[config.mk]
export PLATFORM = sky130hd
export DESIGN_NAME = maxpool_flat
export DESIGN_NICKNAME = d
export VERILOG_FILES = /design/src/rtl/maxpool_flat.sv
export SDC_FILE = /design/constraint.sdc
export NUM_CORES = 1
export LEC_CHECK = 0
export ABC_AREA = 0
export CAP_MARGIN = 20
export CORE_MARGIN = 2
export CORE_UTILIZATION = 55
export CTS_CLUSTER_DIAMETER = 50
export DETAILED_ROUTE_END_ITERATION = 12
export PLACE_DENSITY = 0.78
export SLEW_MARGIN = 0
export SYNTH_ARGS = -nofsm -noshare
export SYNTH_HDL_FRONTEND = slang
export SYNTH_SLANG_ARGS = --single-unit
[constraint.sdc]
create_clock -name clk -period 5.8 [get_ports clk]
set_input_delay 0.58 -clock clk [delete_from_list [all_inputs] [get_ports clk]]
set_output_delay 0.58 -clock clk [all_outputs]
set_load 0.02 [all_outputs]
[src/rtl/maxpool_flat.sv]
// 2x2 max-pooling over two 64x64 layer-0 channels: four reads per window, then
// the max goes to the per-channel layer-1 map and the channel-interleaved layer-2 map.
module maxpool_flat (
  input  logic        clk,
  input  logic        reset,
  input  logic        start,
  output logic        busy,
  output logic        done,
  output logic        crd,
  output logic [11:0] caddr_rd,
  input  logic [19:0] cdata_rd,
  output logic        cwr,
  output logic [11:0] caddr_wr,
  output logic [19:0] cdata_wr,
  output logic [2:0]  csel
);
  typedef enum logic [2:0] {IDLE, RD, WAIT, WL1, WL2, FIN} state_t;

  state_t             state;
  logic               ch;
  logic [9:0]         w;
  logic [1:0]         k;
  logic signed [19:0] max_q;
  logic signed [19:0] din;
  logic signed [19:0] cand;

  // Window origin {r,0,c,0}; read index bit1 selects the lower row, bit0 the right column.
  function automatic logic [11:0] rd_addr(input logic [9:0] win, input logic [1:0] idx);
    return {win[9:5], idx[1], win[4:0], idx[0]};
  endfunction

  // Read data lags crd by one cycle: TL lands in RD k==1, BR lands in WAIT.
  always_comb begin
    din  = $signed(cdata_rd);
    cand = max_q;
    if (state == RD && k == 2'd1) cand = din;
    else if (din > max_q)         cand = din;
  end

  always_ff @(posedge clk or posedge reset) begin
    if (reset) begin
      state    <= IDLE;
      ch       <= 1'b0;
      w        <= 10'd0;
      k        <= 2'd0;
      max_q    <= 20'sd0;
      busy     <= 1'b0;
      done     <= 1'b0;
      crd      <= 1'b0;
      caddr_rd <= 12'd0;
      cwr      <= 1'b0;
      caddr_wr <= 12'd0;
      cdata_wr <= 20'd0;
      csel     <= 3'b000;
    end else begin
      done <= 1'b0;
      case (state)
        IDLE: if (start) begin
          state    <= RD;
          busy     <= 1'b1;
          crd      <= 1'b1;
          k        <= 2'd0;
          caddr_rd <= rd_addr(w, 2'd0);
          csel     <= ch ? 3'b010 : 3'b001;
        end
        RD: begin
          if (k != 2'd0) max_q <= cand;
          k <= k + 2'd1;
          if (k == 2'd3) begin
            state <= WAIT;
            crd   <= 1'b0;
            csel  <= 3'b000;
          end else begin
            caddr_rd <= rd_addr(w, k + 2'd1);
          end
        end
        WAIT: begin
          max_q    <= cand;
          state    <= WL1;
          cwr      <= 1'b1;
          caddr_wr <= {2'b00, w};
          cdata_wr <= cand;
          csel     <= ch ? 3'b100 : 3'b011;
        end
        WL1: begin
          state    <= WL2;
          caddr_wr <= {1'b0, w, ch};
          csel     <= 3'b101;
        end
        WL2: begin
          cwr <= 1'b0;
          if (ch && (&w)) begin
            state <= FIN;
            done  <= 1'b1;
            busy  <= 1'b0;
            csel  <= 3'b000;
            ch    <= 1'b0;
            w     <= 10'd0;
          end else begin
            // Window counter wraps 1023->0 exactly when moving from ch0 to ch1.
            state    <= RD;
            crd      <= 1'b1;
            k        <= 2'd0;
            w        <= w + 10'd1;
            ch       <= ch | (&w);
            caddr_rd <= rd_addr(w + 10'd1, 2'd0);
            csel     <= (ch | (&w)) ? 3'b010 : 3'b001;
          end
        end
        FIN: state <= IDLE;
        default: state <= IDLE;
      endcase
    end
  end
endmodule

==> Word-level counts from Yosys, hierarchy flattened <==
Cells that the tools add are included.
{ "totals": {"regBits": 87, "latchBits": 0, "ramBits": 0, "rom_bits": 0, "inputBits": 23, "out_inout_bits": 51, "wordCells": 81, "n_memories": 0} }
{ "op_classes": {"addsub": 2, "multipliers": 0, "n_div": 0, "order_cmp": 1, "eq_ne": 12, "n_shift": 0, "muxes": 34, "bitwise": 1, "reduce_logical": 18} }
{ "op_table": {"columns": ["operator", "count"], "rows": [
  ["2-to-1 mux 20 bit", 3],
  ["one-hot mux 20 bit (2 select lines)", 1],
  ["2-to-1 mux 12 bit", 3],
  ["one-hot mux 12 bit (3 select lines)", 1],
  ["one-hot mux 3 bit (5 select lines)", 2],
  ["one-hot mux 12 bit (2 select lines)", 1],
  ["greater-than comparator 20 bit", 1],
  ["2-to-1 mux 3 bit", 6],
  ["adder 10 x 1 -> 10 bit, second input constant", 1],
  ["2-to-1 mux 10 bit", 1],
  ["2-to-1 mux 2 bit", 5],
  ["AND reduction 10 bit", 1],
  ["nonzero test 2 bit", 5],
  ["AND reduction 3 bit", 3],
  ["!= test 2 bit, second input constant", 4],
  ["AND reduction 4 bit", 2],
  ["2-to-1 mux 1 bit", 7],
  ["== test 3 x 2 -> 1 bit, second input constant", 2],
  ["one-hot mux 2 bit (3 select lines)", 1],
  ["nonzero test 5 bit", 1],
  ["!= test 2 x 1 -> 1 bit, second input constant", 2],
  ["one-hot mux 1 bit (2 select lines)", 2],
  ["AND reduction 2 bit", 2],
  ["== test 3 x 1 -> 1 bit, second input constant", 1],
  ["other kinds (9)", 10]
]} }

==> Depth between registers and ports, before layout <==
Gate-level depths: netlist of run 1.
{ "depth": {"ltp_word": 5, "ltp_mapped": 13, "ltp_nobuf": 12} }

==> Worst setup path before layout of run 1 <==
OpenSTA, ideal clock, no wires.
{ "synth_path": {"kind": "in2reg", "start": "in cdata_rd[19]", "end": "reg max_q[0]", "setup_time_ns": 0.125, "arrival_ns": 2.528, "required_time_ns": 5.675, "path_slack_ns": 3.147, "path_stages": 7, "n_path_buf": 1, "path_cell_list": "ha_1 and4_1 a21o_1 o311a_2 o31ai_4 buf_6 mux2_4"} }
{ "synth_via": {"elab_chain_cells": 5} }
{ "synth_lines": {"columns": ["item", "line_no", "rtl"], "rows": [
  ["start, declared", "11", "input logic [19:0] cdata_rd,"],
  ["greater-than comparator 20 bit (*)", "37", "else if (din > max_q) cand = din;"],
  ["2-to-1 mux 20 bit (*)", "37", null],
  ["2-to-1 mux 20 bit (*)", "36", "if (state == RD && k == 2'd1) cand = din;"],
  ["2-to-1 mux 20 bit", "67", "if (k != 2'd0) max_q <= cand;"],
  ["one-hot mux 20 bit (2 select lines) (*)", "57", "case (state)"],
  ["end signal, assigned", "67", null],
  ["end signal, assigned", "78", "max_q <= cand;"],
  ["end, declared", "23", "logic signed [19:0] max_q;"]
]} }
Every way passes the cells marked *; elsewhere a longest branch is shown, timed or not. The select of a mux whose other input is x is not followed.
A chain may end at the register's enable or synchronous reset.

==> Worst setup path in the final report of run 1 <==
{ "layout_path": {"start": "in cdata_rd[19]", "end": "reg max_q[12]"} }
Same word-level chain as after synthesis.

==> results of run 1 <==
worst paths after layout:
kind                                   start     endpoint  slack (ns)  cells after the start
worst min-delay path             caddr_wr[1]  caddr_wr[1]        0.48                      2
min in group asynchronous              reset  caddr_rd[6]        0.53                      3
max in group asynchronous              reset     max_q[9]        4.66                      4
worst max-delay path            cdata_rd[19]    max_q[12]        2.08                      9
worst min register to register   caddr_wr[1]  caddr_wr[1]        0.48                      2
worst max register to register     max_q[19]    max_q[12]        2.35                      9
where the power goes:
part           internal, mW  switching [mW]
clock network         0.289           0.228
logic                 0.251           0.266
registers             0.674          0.0450
Yosys cell counts, types with 2 or more instances:
library cell	n
sky130_fd_sc_hd__nand4_1	25
sky130_fd_sc_hd__and3_1	7
sky130_fd_sc_hd__a21o_1	4
sky130_fd_sc_hd__ha_1	26
sky130_fd_sc_hd__and2_1	2
sky130_fd_sc_hd__nor2_1	31
sky130_fd_sc_hd__buf_2	4
sky130_fd_sc_hd__or3_1	2
sky130_fd_sc_hd__inv_1	32
sky130_fd_sc_hd__nand2b_1	2
sky130_fd_sc_hd__o31ai_1	22
sky130_fd_sc_hd__nand3_1	4
sky130_fd_sc_hd__nand2_1	55
sky130_fd_sc_hd__xnor2_1	2
sky130_fd_sc_hd__nor3_1	3
sky130_fd_sc_hd__clkbuf_1	25
sky130_fd_sc_hd__o21ai_0	46
sky130_fd_sc_hd__a31oi_1	21
sky130_fd_sc_hd__mux2i_1	13
sky130_fd_sc_hd__buf_6	2
sky130_fd_sc_hd__a21oi_1	11
sky130_fd_sc_hd__mux2_4	20
sky130_fd_sc_hd__xor2_1	8
sky130_fd_sc_hd__dfrtp_1	86
per-stage QoR:
step                      instance area [um^2]  cells  hold WS (ns)  setup WS [ns]  util [%]
after floorplan                           4695    477        0.4928          2.998         -
after global placement                    5468    628        0.4611          1.842     66.21
after detailed placement                  5468    628        0.4685          1.716     66.21
after CTS                                 5712    644        0.4880          2.099     69.17
after global routing                      5739    645        0.5077          1.947     69.50
final                                     5739    645        0.4804          2.077     69.50
worst max-delay path: stages:
cell,delay (ns)
sky130_fd_sc_hd__clkdlybuf4s50_1,0.46
sky130_fd_sc_hd__ha_1,0.45
sky130_fd_sc_hd__nand4_2,0.18
sky130_fd_sc_hd__nor4_4,0.37
sky130_fd_sc_hd__nand4_1,0.19
sky130_fd_sc_hd__o311a_2,0.34
sky130_fd_sc_hd__o31ai_4,0.68
sky130_fd_sc_hd__buf_4,0.38
sky130_fd_sc_hd__mux2_4,0.32
state kept, by name, indices dropped and copies added, names as in the netlist:
name,cells
k,2
caddr_rd,12
crd,1
busy,1
state,3
done,1
cwr,1
caddr_wr,11
csel,3
cdata_wr,20
w,10
max_q,20
ch,1
final cells by class:
type,count,area [um^2]
fillers,625,2519
clock inverters,7,120.1
inverters,32,121.4
flip-flops and latches,86,2152
clock buffers,9,123.9
repair buffers,80,800.8
well taps,105,131.4
multi-input cells,326,2290
routing by layer:
layer	wire length, um	part of all wire, %	vias up
met1	4665	44	1824
met2	5201	49	123
met4	238	2.2	0
met3	500	4.7	24
li1	-	-	1810
met5	0	0	-
cells in the final DEF, fill, tap and decap left out, types with 4 or more instances in the layout:
| cell type | instances |
|---|---|
| sky130_fd_sc_hd__clkbuf_8 | 9 |
| sky130_fd_sc_hd__nand2_1 | 55 |
| sky130_fd_sc_hd__buf_4 | 7 |
| sky130_fd_sc_hd__a21o_1 | 4 |
| sky130_fd_sc_hd__nand4_1 | 25 |
| sky130_fd_sc_hd__nand3_1 | 4 |
| sky130_fd_sc_hd__o21ai_0 | 46 |
| sky130_fd_sc_hd__clkdlybuf4s50_1 | 72 |
| sky130_fd_sc_hd__ha_1 | 26 |
| sky130_fd_sc_hd__mux2i_1 | 13 |
| sky130_fd_sc_hd__xor2_1 | 8 |
| sky130_fd_sc_hd__a31oi_1 | 21 |
| sky130_fd_sc_hd__inv_1 | 31 |
| sky130_fd_sc_hd__nor2_1 | 30 |
| sky130_fd_sc_hd__a21oi_1 | 11 |
| sky130_fd_sc_hd__mux2_4 | 20 |
| sky130_fd_sc_hd__o31ai_1 | 21 |
| sky130_fd_sc_hd__and3_1 | 7 |
| sky130_fd_sc_hd__dfrtp_1 | 86 |
cell families after synthesis:
logic type | count (synthesis) | synth area share (%)
XOR/XNOR | 10 | 1.866
AND/OR/NAND/NOR | 136 | 13.94
buffers and inverters | 65 | 5.704
multiplexers | 34 | 9.408
AO/OA/AOI/OAI | 119 | 16.23
adder cells (fa/ha/maj) | 26 | 6.930
flip-flops | 86 | 45.84
other | 1 | 0.07988
==> run summary, run 1 <==
• 33 — standard-cell row count
• 0 — grt total ovfl
• sky130_fd_sc_hd__dfrtp_1 — cell type contributing the most total cell area after synthesis
• 86 — Yosys reg bits
• 584 — number of nets in the final layout
• 3.723 ns — minimum clock period
• 7256 um — estimated wirelength of the detail-placed design
• 72 — Port Buffers
• 56.85% — starting density of the core
• 0 — max-cap viol count
• 74 — number of top-level design ports
• 48 — Netlist cell types
• 3675 — vias in the first global route
• 45.84% — fraction of synthesized cell area taken by the top area cell type
• 0 — post-detailed-route count of antenna-violating nets
• 4 — Pre-Repair DR Iteration Count
• no — RSZ-0062 raised after global routing
• 0.008258 mm^2 — Core ar.
• 96.39 um — width of the chip
• completed — run status
• 144 — initial drt markers
• 305.5 mW/mm^2 — total power divided by cell area
• 96.39 um — vertical die dimension
• 87 — largest net degree at the start of global routing
• 0 — Post-CTS Hold Fix Bufs
• in2reg — type of the worst setup path
• flop — crit end category
• 86 — clock sink count
• 2 — maximum clock insertion buffer count
• 45.84% — sequential area share after synthesis
• 477 — count of mapped cells out of synthesis
• done — CTS tree
• 0 — Synth Warn #
• 0 — antenna violations before repair
• 0.004695 mm^2 — Netlist Area Pre-Place
• 21 — peak fanout along the critical path
• 3 — number of H-tree levels
• 0 — Max Slew Vio Count
• 17530 um — first-pass GRT wire length
• 10.19% — fraction of layout cells with a size suffix above 1
• met2 — grt peak-use layer
• 3781 — via count
• 0 ns — Setup TNS Final
• 0.8555 — GP Congestion
• 64.19% — Final period util
• 22.25% — Area Overhead vs Synth
• reg2reg — class of the most critical hold timing path
• 0 — # Post-CTS Setup Buffers
• 0.009290 mm^2 — DIE AREA
• 10610 um — total wirelength of the detailed-routed design
• 0.1879 mV — worst vdd ir
• 3.96 ns — CP Data Arrival Time
• 2.703 nW — leakage power figure
• 0 — CTS resizes
• input pin — kind of launch point of the worst setup path
• 0.01207 ns — Clock Skew
• 24.50% — GRT Resource Usage Total
• 31.32% — GR Layer Usage met1
• 5.862 — via-per-instance ratio
• 0.08 ns — clock-pin slew on the worst setup and hold paths
• 9.842 um^2 — mean post-synth cell area
• 0 — total setup violations reported at the end of the flow
• 9 — number of buffers created by CTS
• 526 — synthesized netlist net count
• 0.8769 ns — transition time at the pin with the least slew margin
• sky130_fd_sc_hd__dfrtp_1 — Synth Flop Type
• sky130_fd_sc_hd__clkbuf_8 — Root Buffer
• 0 — Hold Fails Final Rpt
• 41.54% — Max-slew headroom
• 100.0% — Synth async-reset ratio
• 16.44 um — Routed WL per cell
• 0.36 ns — worst skew pair latency
• 268.6 MHz — top achievable clock speed
• 1.753 mW — Pwr Total
• sky130_fd_sc_hd__dfrtp_1, sky130_fd_sc_hd__ha_1, sky130_fd_sc_hd__mux2_4 — Area contributors post-synth
• 6.04 ns — worst path required time
• 0 — # diodes
• 41.84% — global routing met2 resource utilization
• 5.043% — global routing usage on met3
• 0 — count of flip-flops with a built-in enable after synthesis
• 0 — count of unresolved DRC violations after routing
Power figures use the tool's default switching activity.
==> run 2: changes to the inputs <==
- CORE_UTILIZATION: 55 -> 49
- PLACE_DENSITY: 0.78 -> 0.74
- clock period: 5.8 -> 3.2 ns (I/O delays scaled with it)
==> run summary, run 2 (synthesis results as in run 1) <==
• completed — run status
• 0.01038 mm^2 — DIE AREA
• 11080 um — total wirelength of the detailed-routed design
• 6 — Pre-Repair DR Iteration Count
• 0 — count of unresolved DRC violations after routing
• 1.011 mW — sw power
• 35 — standard-cell row count
• 2.730 nW — leakage power figure
• 0.7410 ns — transition time at the pin with the least slew margin
• 23.85% — Area Overhead vs Synth
• 44 — largest net degree at the start of global routing
• 11.84% — fraction of layout cells with a size suffix above 1
• 101.9 um — width of the chip
• 2.884 ns — minimum clock period
• 0.002292 mm^2 — area taken by multi-input logic gates
• reg2reg — type of the worst setup path
• 21 — peak fanout along the critical path
• met4 — top layer in use
• 662 — placed cells
• 3 — number of H-tree levels
• 0 — post-detailed-route count of antenna-violating nets
• 50.54% — Max-slew headroom
• 2 — maximum clock insertion buffer count
• sky130_fd_sc_hd__dfrtp_1, sky130_fd_sc_hd__clkdlybuf4s50_1, sky130_fd_sc_hd__nand2_1 — top library cells by usage in the layout, fill and taps aside
• 0.002152 mm^2 — Storage cell area
• 28.1% — clock network fraction of total power
• 0 — total setup violations reported at the end of the flow
• 18440 um — first-pass GRT wire length
• 3.49 ns — worst path required time
• 16.33 um — Routed WL per cell
• 417 um — sum of met3 wire segment lengths after detailed routing
• sky130_fd_sc_hd__dfrtp_1 — leading cell type in the layout, fill and taps excluded
• 0 — max-cap viol count
• 90.11% — Final period util
• cdata_wr: 20 flops, max_q: 20 flops, caddr_rd: 12 flops — registers with the most flip-flops
• 0.01353 ns — Clock Skew
• done — CTS tree
• 5.630 — via-per-instance ratio
• 7606 um — estimated wirelength of the detail-placed design
• 0.9012 — GP Congestion
• 0.10 ns — clock-pin slew on the worst setup and hold paths
• 72 — Port Buffers
• 50.57% — starting density of the core
• flop — kind of launch point of the worst setup path
• 3853 — vias in the first global route
• 74 — number of top-level design ports
• 814 — Filler Cell Count
• in2async — class of the most critical hold timing path
• 2.143 mW — Internal Power
• 678 — non-filler instance count after layout
• 0 — # diodes
• 0 — grt total ovfl
• 0 — CTS resizes
• 0 — Post-CTS Hold Fix Bufs
• 0.005814 mm^2 — final non-filler cell area
• 4907 um — wire length on met1
• 5555 um — total length of routed met2 wires
• 22.58% — GRT Resource Usage Total
• 542.6 mW/mm^2 — total power divided by cell area
• 9 — number of buffers created by CTS
• 0.009284 mm^2 — Core ar.
• 30.6% — combinational share of power
• 593 — number of nets in the final layout
• 3817 — via count
• 0 — Max Slew Vio Count
• flop — crit end category
• sky130_fd_sc_hd__clkbuf_8 — Root Buffer
• 0 — antenna violations before repair
• 86 — clock sink count
• 3.17 ns — CP Data Arrival Time
• 101.9 um — vertical die dimension
• 41.4% — sequential cell fraction of total power
• 0.3645 mV — worst vdd ir
• 129 — initial drt markers
• 0 — Hold Fails Final Rpt
• no — RSZ-0062 raised after global routing
• 0 ns — Setup TNS Final
• 0.005585 mm^2 — total cell area at the placement stage
• 32.06% — Switching Share
• 0.37 ns — worst skew pair latency
• 346.8 MHz — top achievable clock speed
• 0 — # Post-CTS Setup Buffers
## run 2: power groups by stage
stage	Sequential, mW	Clock, mW	Combinational (mW)
after floorplan	1.44	0	0.467
after global placement	1.32	0	0.941
after detailed placement	1.32	0	0.963
after CTS	1.30	0.898	0.968
after global routing	1.32	0.944	1.03
final	1.30	0.885	0.965
## run 2: final cells by class
type / count / share of cell area, %
flip-flops and latches: 86 / 37.01
clock inverters: 7 / 1.765
repair buffers: 89 / 14.81
clock buffers: 9 / 2.130
inverters: 32 / 2.087
multi-input cells: 326 / 39.42
well taps: 129 / 2.776
## run 2: per-layer routing
metal  GRT usage [%]  up-vias
li1                -     1829
met4           9.333        0
met5               0        -
met3           4.036       22
met2           37.85       96
met1           29.04     1870
## run 2: worst paths after layout
path	start	slack [ns]	end	cells past startpoint
worst max-delay path	w[0]	0.32	caddr_rd[11]	12
worst min-delay path	reset	0.37	caddr_rd[9]	2
worst max register to register	w[0]	0.32	caddr_rd[11]	12
worst min register to register	caddr_rd[3]	0.49	caddr_rd[3]	2
max in group asynchronous	reset	2.04	max_q[10]	3
min in group clk	caddr_rd[3]	0.49	caddr_rd[3]	2
## run 2: through the flow
step                      worst slack [ns]  hold WS, ns  power (mW)  utilization (%)
after detailed placement            0.1683       0.4694       2.287            60.16
after global routing               0.01275       0.4337       3.300            62.63
after floorplan                     0.6102       0.4685       1.907                -
after global placement              0.2329       0.4590       2.262            60.16
after CTS                           0.2765       0.3895       3.170            62.60
final                               0.3165       0.3724       3.155            62.63
## run 2: critical path: stages (launching register included)
cell,delay (ns)
sky130_fd_sc_hd__dfrtp_1,0.48
sky130_fd_sc_hd__ha_1,0.24
sky130_fd_sc_hd__and3_1,0.23
sky130_fd_sc_hd__and3_1,0.24
sky130_fd_sc_hd__and3_1,0.26
sky130_fd_sc_hd__nand3_1,0.15
sky130_fd_sc_hd__inv_1,0.08
sky130_fd_sc_hd__ha_1,0.16
sky130_fd_sc_hd__mux2i_1,0.07
sky130_fd_sc_hd__nand2_1,0.16
sky130_fd_sc_hd__a21boi_1,0.25
sky130_fd_sc_hd__buf_4,0.27
sky130_fd_sc_hd__mux2i_1,0.22
==> run 3: changes to the inputs <==
- CORE_ASPECT_RATIO: default -> 1.5
- SETUP_SLACK_MARGIN: default -> 0.05
==> run summary, run 3 (synthesis results as in run 1) <==
• 83.92 um — width of the chip
• sky130_fd_sc_hd__clkbuf_16 — Root Buffer
• 3.08 ns — CP Data Arrival Time
• 0 — antenna violations before repair
• 0.8584 — GP Congestion
• 32.9% — clock network fraction of total power
• 72 — Port Buffers
• 25.19% — Area Overhead vs Synth
• 28.3% — combinational share of power
• 0.005877 mm^2 — final non-filler cell area
• cdata_wr: 20 flops, max_q: 20 flops, caddr_rd: 12 flops — registers with the most flip-flops
• 2 — Crit path buffers/inverters
• 0 — Max Slew Vio Count
• 0 — total setup violations reported at the end of the flow
• sky130_fd_sc_hd__dfrtp_1 — critical-path cell with the highest stage delay
• 0.002152 mm^2 — Storage cell area
• 0 — max-cap viol count
• reg2reg — type of the worst setup path
• sky130_fd_sc_hd__dfrtp_1, sky130_fd_sc_hd__clkdlybuf4s50_1, sky130_fd_sc_hd__nand2_1 — top library cells by usage in the layout, fill and taps aside
• 0.1449 ns — Post-Place Setup Slack
• 2.381 mW — Internal Power
• 7851 um — estimated wirelength of the detail-placed design
• 574.8 mW/mm^2 — total power divided by cell area
• 2.778 nW — leakage power figure
• in2async — class of the most critical hold timing path
• 0.002290 mm^2 — area taken by multi-input logic gates
• 86 — clock sink count
• 4 — Pre-Repair DR Iteration Count
• 0 — count of unresolved DRC violations after routing
• 0.49 ns — Largest stage delay, worst path
• ha_1 > and3_1 > and3_1 > and3_1 > nand3_1 > inv_1 > ha_1 > mux2i_1 > nand2_1 > a21boi_1 > buf_4 > mux2i_1 — cells along the critical path
• 3769 — vias in the first global route
• 592 — number of nets in the final layout
• 0.005557 mm^2 — total cell area at the placement stage
• 0 — post-detailed-route count of antenna-violating nets
• 29.52% — Switching Share
• 50.44% — starting density of the core
• completed — run status
• 0.3349 mV — worst vdd ir
• done — CTS tree
• 2.828 ns — minimum clock period
• 0.6458 ns — transition time at the pin with the least slew margin
• 0.006754 ns — Clock Skew
• 169 — initial drt markers
• 38.8% — sequential cell fraction of total power
• 9 — number of buffers created by CTS
• 0 — CTS resizes
• 0 ns — Setup TNS Final
• 3780 — via count
• 56.90% — Max-slew headroom
• 0.9971 mW — sw power
• 2 — maximum clock insertion buffer count
• 43 — standard-cell row count
• sky130_fd_sc_hd__dfrtp_1 — leading cell type in the layout, fill and taps excluded
• 3 — number of H-tree levels
• 353.7 MHz — top achievable clock speed
• 11080 um — total wirelength of the detailed-routed design
• 0.06 ns — clock-pin slew on the worst setup and hold paths
• 88.36% — Final period util
• 0.3724 ns — post-layout worst setup margin
• 0.01040 mm^2 — DIE AREA
• 63.14% — final core utilization
• flop — crit end category
• 0 — grt total ovfl
• 0 — Post-CTS Hold Fix Bufs
• 3.45 ns — worst path required time
• 123.9 um — vertical die dimension
• 22 — peak fanout along the critical path
• 0.009308 mm^2 — Core ar.
• 22.16% — GRT Resource Usage Total
• no — RSZ-0062 raised after global routing
• 74 — number of top-level design ports
• flop — kind of launch point of the worst setup path
• 53 — largest net degree at the start of global routing
• 16.79 um — Routed WL per cell
• 0 — # Post-CTS Setup Buffers
• 0.34 ns — worst skew pair latency
• 18020 um — first-pass GRT wire length
• simple AND/OR/NAND/NOR gates — kind of cell with the highest combined delay on the critical path
• 0 — # diodes
• 790 — Filler Cell Count
• sky130_fd_sc_hd__and3_1 — cell occurring most often along the worst timing path
• 5.727 — via-per-instance ratio
• 11.50% — fraction of layout cells with a size suffix above 1
• 0 — Hold Fails Final Rpt
[run 3: through the flow]
stage          cells  power (mW)  hold WS (ns)
3_5_place_dp     644       2.284        0.4701
6_report         660       3.378        0.3722
2_1_floorplan    477       1.907        0.4685
5_1_grt          660       3.529        0.4522
3_3_place_gp     644       2.260        0.4616
4_1_cts          660       3.402        0.3968
[run 3: worst register-to-register path, cell delays in order (launching register included)]
cell and delay (ns):
sky130_fd_sc_hd__dfrtp_1 0.49, sky130_fd_sc_hd__ha_1 0.25, sky130_fd_sc_hd__and3_1 0.23, sky130_fd_sc_hd__and3_1 0.24, sky130_fd_sc_hd__and3_1 0.23, sky130_fd_sc_hd__nand3_1 0.15
sky130_fd_sc_hd__inv_1 0.09, sky130_fd_sc_hd__ha_1 0.17, sky130_fd_sc_hd__mux2i_1 0.07, sky130_fd_sc_hd__nand2_1 0.16, sky130_fd_sc_hd__a21boi_1 0.18, sky130_fd_sc_hd__buf_4 0.25
sky130_fd_sc_hd__mux2i_1 0.22
[run 3: power groups by stage]
stage	Clock, mW	Combinational (mW)	Sequential (mW)
after global placement	0	0.937	1.32
final	1.11	0.956	1.31
after floorplan	0	0.467	1.44
after detailed placement	0	0.957	1.33
after CTS	1.13	0.963	1.31
after global routing	1.17	1.03	1.33
[run 3: final timing paths]
| path | startpoint | endpoint | slack, ns | depth (start not counted) |
|---|---|---|---|---|
| min reg2reg | caddr_rd[7] | caddr_rd[7] | 0.48 | 2 |
| min in group clk | caddr_rd[7] | caddr_rd[7] | 0.48 | 2 |
| max reg2reg | w[0] | caddr_rd[11] | 0.37 | 12 |
| min | reset | caddr_wr[0] | 0.37 | 2 |
| max in group asynchronous | reset | caddr_rd[11] | 2.15 | 3 |
| max | w[0] | caddr_rd[11] | 0.37 | 12 |
[run 3: layer usage]
layer  share of wire, %  GRT usage [%]  wire length, um
met5                  0              0                0
met4                3.2          10.79              354
met3                3.3          4.307              362
met2                 54          41.35             5999
met1                 39          23.98             4362
[run 3: cell type report]
cell class	count	share of cell area (%)
multi-input cells	326	38.96
flip-flops and latches	86	36.62
repair buffers	88	14.52
clock buffers	13	4.769
well taps	112	2.384
inverters	32	2.065
clock inverters	3	0.6813
